===== config.mk =====
export PLATFORM = sky130hd
export DESIGN_NAME = flash_read_arbiter_flat
export DESIGN_NICKNAME = d
export VERILOG_FILES = /design/src/rtl/flash_read_arbiter_if.sv /design/src/rtl/flash_read_arbiter.sv /design/src/flat_wrapper.sv
export SDC_FILE = /design/constraint.sdc
export NUM_CORES = 1
export LEC_CHECK = 0
export ABC_AREA = 1
export BUFFER_PORTS_ARGS = -buffer_cell sky130_fd_sc_hd__buf_2
export CAP_MARGIN = 20
export CORE_MARGIN = 3
export CORE_UTILIZATION = 46
export CTS_CLUSTER_DIAMETER = 40
export DETAILED_ROUTE_END_ITERATION = 6
export PLACE_DENSITY = 0.88
export SETUP_SLACK_MARGIN = 0.15
export SLEW_MARGIN = 20
export SYNTH_ARGS = -nofsm -noshare
export SYNTH_HDL_FRONTEND = slang
export SYNTH_SLANG_ARGS = --single-unit

===== constraint.sdc =====
create_clock -name clk -period 4 [get_ports clk]
set_input_delay 0.2 -clock clk [delete_from_list [all_inputs] [get_ports clk]]
set_output_delay 0.2 -clock clk [all_outputs]
set_load 0.02 [all_outputs]

===== src/rtl/flash_read_arbiter_if.sv =====
// rtl/flash_read_arbiter_if.sv - requester, flash and response signals of the flash read arbiter
interface flash_read_arbiter_if #(
    parameter int NUM_REQ = 2,
    parameter int LEN_W   = 3,
    parameter int ID_W    = (NUM_REQ > 1) ? $clog2(NUM_REQ) : 1
);
    logic [NUM_REQ-1:0]       req_valid;
    logic [NUM_REQ-1:0]       req_ready;
    logic [NUM_REQ*32-1:0]    req_addr;
    logic [NUM_REQ*LEN_W-1:0] req_len;

    logic                     flash_ren;
    logic [31:0]              flash_addr;
    logic [63:0]              flash_data;

    logic                     resp_valid;
    logic                     resp_ready;
    logic [63:0]              resp_data;
    logic [ID_W-1:0]          resp_id;
    logic                     resp_last;
    logic                     resp_err;

    // Arbiter side.
    modport master (
        input  req_valid, req_addr, req_len, flash_data, resp_ready,
        output req_ready, flash_ren, flash_addr,
        output resp_valid, resp_data, resp_id, resp_last, resp_err
    );

    // Requesters, flash helper and response consumer side.
    modport slave (
        output req_valid, req_addr, req_len, flash_data, resp_ready,
        input  req_ready, flash_ren, flash_addr,
        input  resp_valid, resp_data, resp_id, resp_last, resp_err
    );
endinterface


===== src/rtl/flash_read_arbiter.sv =====
// rtl/flash_read_arbiter.sv - round-robin burst read arbiter for one flash read port; range check under FLASH_ARB_RANGE_CHECK_EN
module flash_read_arbiter #(
    parameter int NUM_REQ    = 2,
    parameter int LEN_W      = 3,
    parameter int FLASH_SIZE = 8192,
    parameter int ID_W       = (NUM_REQ > 1) ? $clog2(NUM_REQ) : 1
) (
    input  logic                  clk,
    input  logic                  reset,
    flash_read_arbiter_if.master  bus
);

    if (NUM_REQ < 2 || NUM_REQ > 8) begin : g_bad_num_req
        $error("NUM_REQ must be in 2..8");
    end
    if (FLASH_SIZE < 8 || (FLASH_SIZE % 8) != 0) begin : g_bad_flash_size
        $error("FLASH_SIZE must be a non-zero multiple of 8");
    end

    typedef enum logic [1:0] {
        S_IDLE = 2'd0,
        S_READ = 2'd1,
        S_RESP = 2'd2
    } state_t;

    state_t            state, next_state;
    logic [ID_W-1:0]   rr_ptr;
    logic [ID_W-1:0]   id_q;
    logic [31:0]       cur_addr;
    logic [LEN_W-1:0]  beats_left;

    logic [NUM_REQ-1:0] rot;
    logic               found;
    logic [ID_W-1:0]    winner;
    logic [31:0]        sel_addr;
    logic [LEN_W-1:0]   sel_len;
    logic               beat_err;
    logic               last_beat;

    assign last_beat = (beats_left == '0);

    // Rotate so bit 0 is the rr pointer's requester; the first set bit wins.
    always_comb begin
        rot    = NUM_REQ'({bus.req_valid, bus.req_valid} >> rr_ptr);
        found  = 1'b0;
        winner = '0;
        for (int k = 0; k < NUM_REQ; k++) begin
            if (!found && rot[k]) begin
                found  = 1'b1;
                winner = ID_W'((int'(rr_ptr) + k) % NUM_REQ);
            end
        end
    end

    always_comb begin
        sel_addr = '0;
        sel_len  = '0;
        for (int i = 0; i < NUM_REQ; i++) begin
            if (winner == ID_W'(i)) begin
                sel_addr = bus.req_addr[i*32 +: 32];
                sel_len  = bus.req_len[i*LEN_W +: LEN_W];
            end
        end
    end

`ifdef FLASH_ARB_RANGE_CHECK_EN
    assign beat_err = ({1'b0, cur_addr} + 33'd8) > 33'(FLASH_SIZE);
`else
    assign beat_err = 1'b0;
`endif

    always_ff @(posedge clk or posedge reset) begin
        if (reset) state <= S_IDLE;
        else       state <= next_state;
    end

    always_comb begin
        next_state = state;
        case (state)
            S_IDLE: if (found) next_state = S_READ;
            S_READ: next_state = S_RESP;
            S_RESP: if (bus.resp_ready) next_state = last_beat ? S_IDLE : S_READ;
            default: next_state = S_IDLE;
        endcase
    end

    always_comb begin
        bus.req_ready  = '0;
        bus.flash_ren  = 1'b0;
        bus.flash_addr = '0;
        bus.resp_valid = 1'b0;
        bus.resp_data  = '0;
        bus.resp_id    = '0;
        bus.resp_last  = 1'b0;
        bus.resp_err   = 1'b0;
        case (state)
            S_IDLE: if (found && !reset) bus.req_ready = NUM_REQ'(1) << winner;
            S_READ: begin
                // An out-of-range beat still spends its read cycle, just without touching flash.
                bus.flash_ren  = !beat_err;
                bus.flash_addr = cur_addr;
            end
            S_RESP: begin
                bus.resp_valid = 1'b1;
                bus.resp_data  = beat_err ? 64'd0 : bus.flash_data;
                bus.resp_id    = id_q;
                bus.resp_last  = last_beat;
                bus.resp_err   = beat_err;
            end
            default: ;
        endcase
    end

    always_ff @(posedge clk or posedge reset) begin
        if (reset) begin
            rr_ptr     <= '0;
            id_q       <= '0;
            cur_addr   <= '0;
            beats_left <= '0;
        end else begin
            if (state == S_IDLE && found) begin
                id_q       <= winner;
                cur_addr   <= sel_addr & ~32'h7;
                beats_left <= sel_len;
            end else if (state == S_RESP && bus.resp_ready) begin
                if (last_beat) begin
                    rr_ptr <= (id_q == ID_W'(NUM_REQ - 1)) ? '0 : id_q + 1'b1;
                end else begin
                    cur_addr   <= cur_addr + 32'd8;
                    beats_left <= beats_left - 1'b1;
                end
            end
        end
    end

endmodule


===== src/flat_wrapper.sv =====
// flat-port wrapper written by rule: the top's interface ports become plain ports
module flash_read_arbiter_flat 
#(
    parameter int NUM_REQ    = 2,
    parameter int LEN_W      = 3,
    parameter int FLASH_SIZE = 8192,
    parameter int ID_W       = (NUM_REQ > 1) ? $clog2(NUM_REQ) : 1
)
  (clk, reset, bus_req_valid, bus_req_addr, bus_req_len, bus_flash_data, bus_resp_ready, bus_req_ready, bus_flash_ren, bus_flash_addr, bus_resp_valid, bus_resp_data, bus_resp_id, bus_resp_last, bus_resp_err);
  flash_read_arbiter_if #(.NUM_REQ(NUM_REQ), .LEN_W(LEN_W), .ID_W(ID_W)) bus_i ();
  input  logic clk;
  input  logic reset;
  input wire logic [$bits(bus_i.req_valid)-1:0] bus_req_valid;
  input wire logic [$bits(bus_i.req_addr)-1:0] bus_req_addr;
  input wire logic [$bits(bus_i.req_len)-1:0] bus_req_len;
  input wire logic [$bits(bus_i.flash_data)-1:0] bus_flash_data;
  input wire logic [$bits(bus_i.resp_ready)-1:0] bus_resp_ready;
  output wire logic [$bits(bus_i.req_ready)-1:0] bus_req_ready;
  output wire logic [$bits(bus_i.flash_ren)-1:0] bus_flash_ren;
  output wire logic [$bits(bus_i.flash_addr)-1:0] bus_flash_addr;
  output wire logic [$bits(bus_i.resp_valid)-1:0] bus_resp_valid;
  output wire logic [$bits(bus_i.resp_data)-1:0] bus_resp_data;
  output wire logic [$bits(bus_i.resp_id)-1:0] bus_resp_id;
  output wire logic [$bits(bus_i.resp_last)-1:0] bus_resp_last;
  output wire logic [$bits(bus_i.resp_err)-1:0] bus_resp_err;
  assign bus_i.req_valid = bus_req_valid;
  assign bus_i.req_addr = bus_req_addr;
  assign bus_i.req_len = bus_req_len;
  assign bus_i.flash_data = bus_flash_data;
  assign bus_i.resp_ready = bus_resp_ready;
  assign bus_req_ready = bus_i.req_ready;
  assign bus_flash_ren = bus_i.flash_ren;
  assign bus_flash_addr = bus_i.flash_addr;
  assign bus_resp_valid = bus_i.resp_valid;
  assign bus_resp_data = bus_i.resp_data;
  assign bus_resp_id = bus_i.resp_id;
  assign bus_resp_last = bus_i.resp_last;
  assign bus_resp_err = bus_i.resp_err;
  flash_read_arbiter #(.NUM_REQ(NUM_REQ), .LEN_W(LEN_W), .FLASH_SIZE(FLASH_SIZE), .ID_W(ID_W)) u_core (.clk(clk), .reset(reset), .bus(bus_i));
endmodule

==> flow_summary.yaml <==
critical_path:
  startpoint_type: "flip-flop"
  cp_max_fo: 51
  criticalPathCategory: "reg2reg"
  path_buf_inv: 2
  slowest_stage: "nand2_2"
  required_ns: 4.20
  rrSetupSlack_ns: 1.54
  crit_path_end_kind: "flip-flop"
  r2r_cells: 6
  crit-reg2reg-launch: "u_core.state[1]"
  cp_top_family: "simple AND/OR/NAND/NOR gates"
  critical_path_arrival_ns: 2.66
  worstPathCellList: "nor2_4 > o21ai_2 > buf_4 > nand2_2 > inv_1 > a22oi_1"
  cp_slowest_stage_delay_ns: 0.75
  r2r-end: "u_core.beats_left[0]"
drt:
  routed_wl_mm: 14.7
  viasPerCell: 5.02
  drt-initial-drc-count: 377
  num_vias: 4637
  antenna_left: 0
  firstDrtPassIters: 5
  wire_per_inst_um: 15.9
  post-route-drc-count: 0
clock_network:
  path_clk_slew_ns: 0.08
  cts_buffers: 5
  cts.sinks: 36
  cts_setup_buffers: 0
  h-tree-depth: 2
  clock-root-buffer: "clkbuf_8"
  worstSkewPairLatency_ns: 0.30
  cts_buffer_depth: 2
  cts_tree: "yes"
synthesis:
  avgSynthCellArea_sq_um: 5.87
  syn_area_sq_um: 3550
  synth_seq_cells: 36
  seq_area_frac_synth_pct: 25.3
  syn-instance-count: 606
  ys_warn_count: 0
  synth_cell_types: 29
floorplan:
  die_w_um: 93.9
  die_h_um: 93.9
  num_rows: 31
  core-area_sq_um: 7370
  dieArea_sq_um: 8820
  ios: 242
  initial_core_util_pct: 48.2
timing:
  worst_slack_ns: 1.54
  finalMaxSlewViolations: 0
  skew_ns: 0.0118
  rsz0062_at_grt: "no"
  relSlewSlack_pct: 32.2
  hold_viol_final: 0
  tightest_slew_ns: 1.02
  min_period_ns: 2.46
  finalSetupViolations: 0
  clock.fmax_ghz: 0.407
  finalSetupTns_ns: 0
  min_period_over_period_pct: 61.4
placed_design:
  port_buffers: 231
  routabilityCongestion: 1.04
  dp_hpwl_mm: 11.8
  preCtsSetupSlack_ns: 1.62
final_layout:
  synthToLayoutAreaGrowth_pct: 35.9
  drive_above_1_share_pct: 34.1
  num-nets-final: 965
run_status:
  status: "finished, final reports clean"
min_path:
  min-delay-start: "bus_req_addr[44]"
  whs_endpoint: "u_core.cur_addr[12]"
  min_path_type: "in2reg"
  hold_depth: 3
global_route:
  grt_pass1_vias: 4344
  grt-ovfl-total: 0
  track_usage_pct: 32.7
  grt_pass1_wl_mm: 22.1
  antenna_found_initial: 2
  grt_start_max_net_pins: 68
pwr:
  power_leakage_nw: 3.04
  clkPwrFrac_pct: 9.6
  power_frac_seq_pct: 22.5
  comb_power_share_pct: 67.9
  ir_drop_uv: 412
  power_density_nw_per_um2: 715
  switching_share_pct: 57.8
  power.switching_mw: 2.00
  p_int_mw: 1.46
run:
  max_cap_viol_count: 0
==> cell usage after synthesis (all sizes together) <==
| master | instances | area, sq um |
|---|---|---|
| nor2 | 172 | 788 |
| nand2 | 129 | 532 |
| inv | 116 | 435 |
| dfrtp | 36 | 901 |
| a21oi | 34 | 178 |
| nand3 | 33 | 178 |
| buf | 23 | 138 |
| o21ai | 19 | 98.9 |
| a22oi | 18 | 135 |
| a31oi | 9 | 56.3 |
| clkbuf | 5 | 18.8 |
| ha | 3 | 37.5 |
| and2 | 2 | 12.5 |
| nor3 | 2 | 10.0 |
| o211ai | 2 | 15.0 |
| a41oi | 1 | 8.76 |
| conb | 1 | 3.75 |
| xor2 | 1 | 8.76 |
==> cells in the final DEF (no fill, tap or decap), drive strengths merged, types with 4 or more instances in the layout <==
cell type / netlist / routed
buf: 23 / 234
nor2: 172 / 172
nand2: 129 / 129
inv: 116 / 116
dfrtp: 36 / 36
a21oi: 34 / 34
nand3: 33 / 33
o21ai: 19 / 19
a22oi: 18 / 18
a31oi: 9 / 9
clkbuf: 5 / 6
conb: 1 / 4
==> flip-flops by register name, summed over array words and instances, names as in the netlist <==
signal	flops
u_core.beats_left	3
u_core.cur_addr	29
u_core.state	2
u_core.rr_ptr	1
u_core.id_q	1
==> timing repair <==
| action | 4_1_cts | 5_1_grt |
|---|---|---|
| resized for setup | 0 | 0 |
| endpoints found under the hold margin | 11 | 0 |
| hold buffers | 1 | 0 |
| setup endpoints to repair | 0 | 0 |
==> metrics by stage <==
step,hold slack (ns),util [%],instance area (sq um),cells,total power [mW]
2_1_floorplan,0.297,-,3570,609,2.42
3_3_place_gp,0.252,63.9,4710,914,3.00
3_5_place_dp,0.266,63.9,4710,914,3.08
4_1_cts,0.160,65.5,4830,923,3.42
5_1_grt,0.171,65.6,4830,924,3.74
6_report,0.161,65.6,4830,924,3.45
==> layer usage <==
layer	routed length, um	track usage [%]	vias to the layer above
li1	-	-	2269
met1	5350	37.0	2077
met2	7050	56.8	264
met3	2040	13.9	25
met4	235	7.82	2
met5	7	0	-
==> area by class of cell <==
class	instances	area [sq um]
antenna	1	2.50
clock buffer	6	72.6
clock inverter	2	35.0
fill	673	2540
inverter	116	435
multi-input combinational	429	2070
sequential	36	901
tap	99	124
timing repair buffer	235	1190
==> worst max path at each step <==
stage               startpoint              endpoint  slack, ns  cells after the start
4_1_cts        u_core.state[1]  u_core.beats_left[1]       1.60                      7
3_3_place_gp   u_core.state[0]   u_core.cur_addr[19]       1.66                      7
5_1_grt        u_core.state[1]   u_core.cur_addr[14]       1.35                      7
6_report       u_core.state[1]  u_core.beats_left[0]       1.54                      6
2_1_floorplan  u_core.state[0]    bus_flash_addr[11]       2.38                      5
3_5_place_dp   u_core.state[1]    u_core.cur_addr[4]       1.62                      6
==> power by group through the flow <==
stage          Combinational (mW)  Clock, mW  Sequential [mW]
6_report                     2.34      0.332            0.776
3_3_place_gp                 2.24          0            0.753
3_5_place_dp                 2.31          0            0.771
5_1_grt                      2.59      0.346            0.803
2_1_floorplan                1.70          0            0.712
4_1_cts                      2.33      0.331            0.766
==> cell families (layout without fill, tap and decap cells) <==
group,count (synthesis),count (layout),share of synthesized area [%]
other,1,5,0.105
buffers and inverters,144,359,16.6
flip-flops,36,36,25.3
AO/OA/AOI/OAI,83,83,13.8
XOR/XNOR,1,1,0.246
AND/OR/NAND/NOR,338,338,42.8
adder cells (fa/ha/maj),3,3,1.06
==> worst register-to-register path: cells and delay by family, from the launching register on <==
family | cells | cell delay, ns
buf+inv | 2 | 0.63
flops | 1 | 0.44
simple gates | 2 | 0.93
compound gates | 2 | 0.37
(Power assumes the default switching activity.)
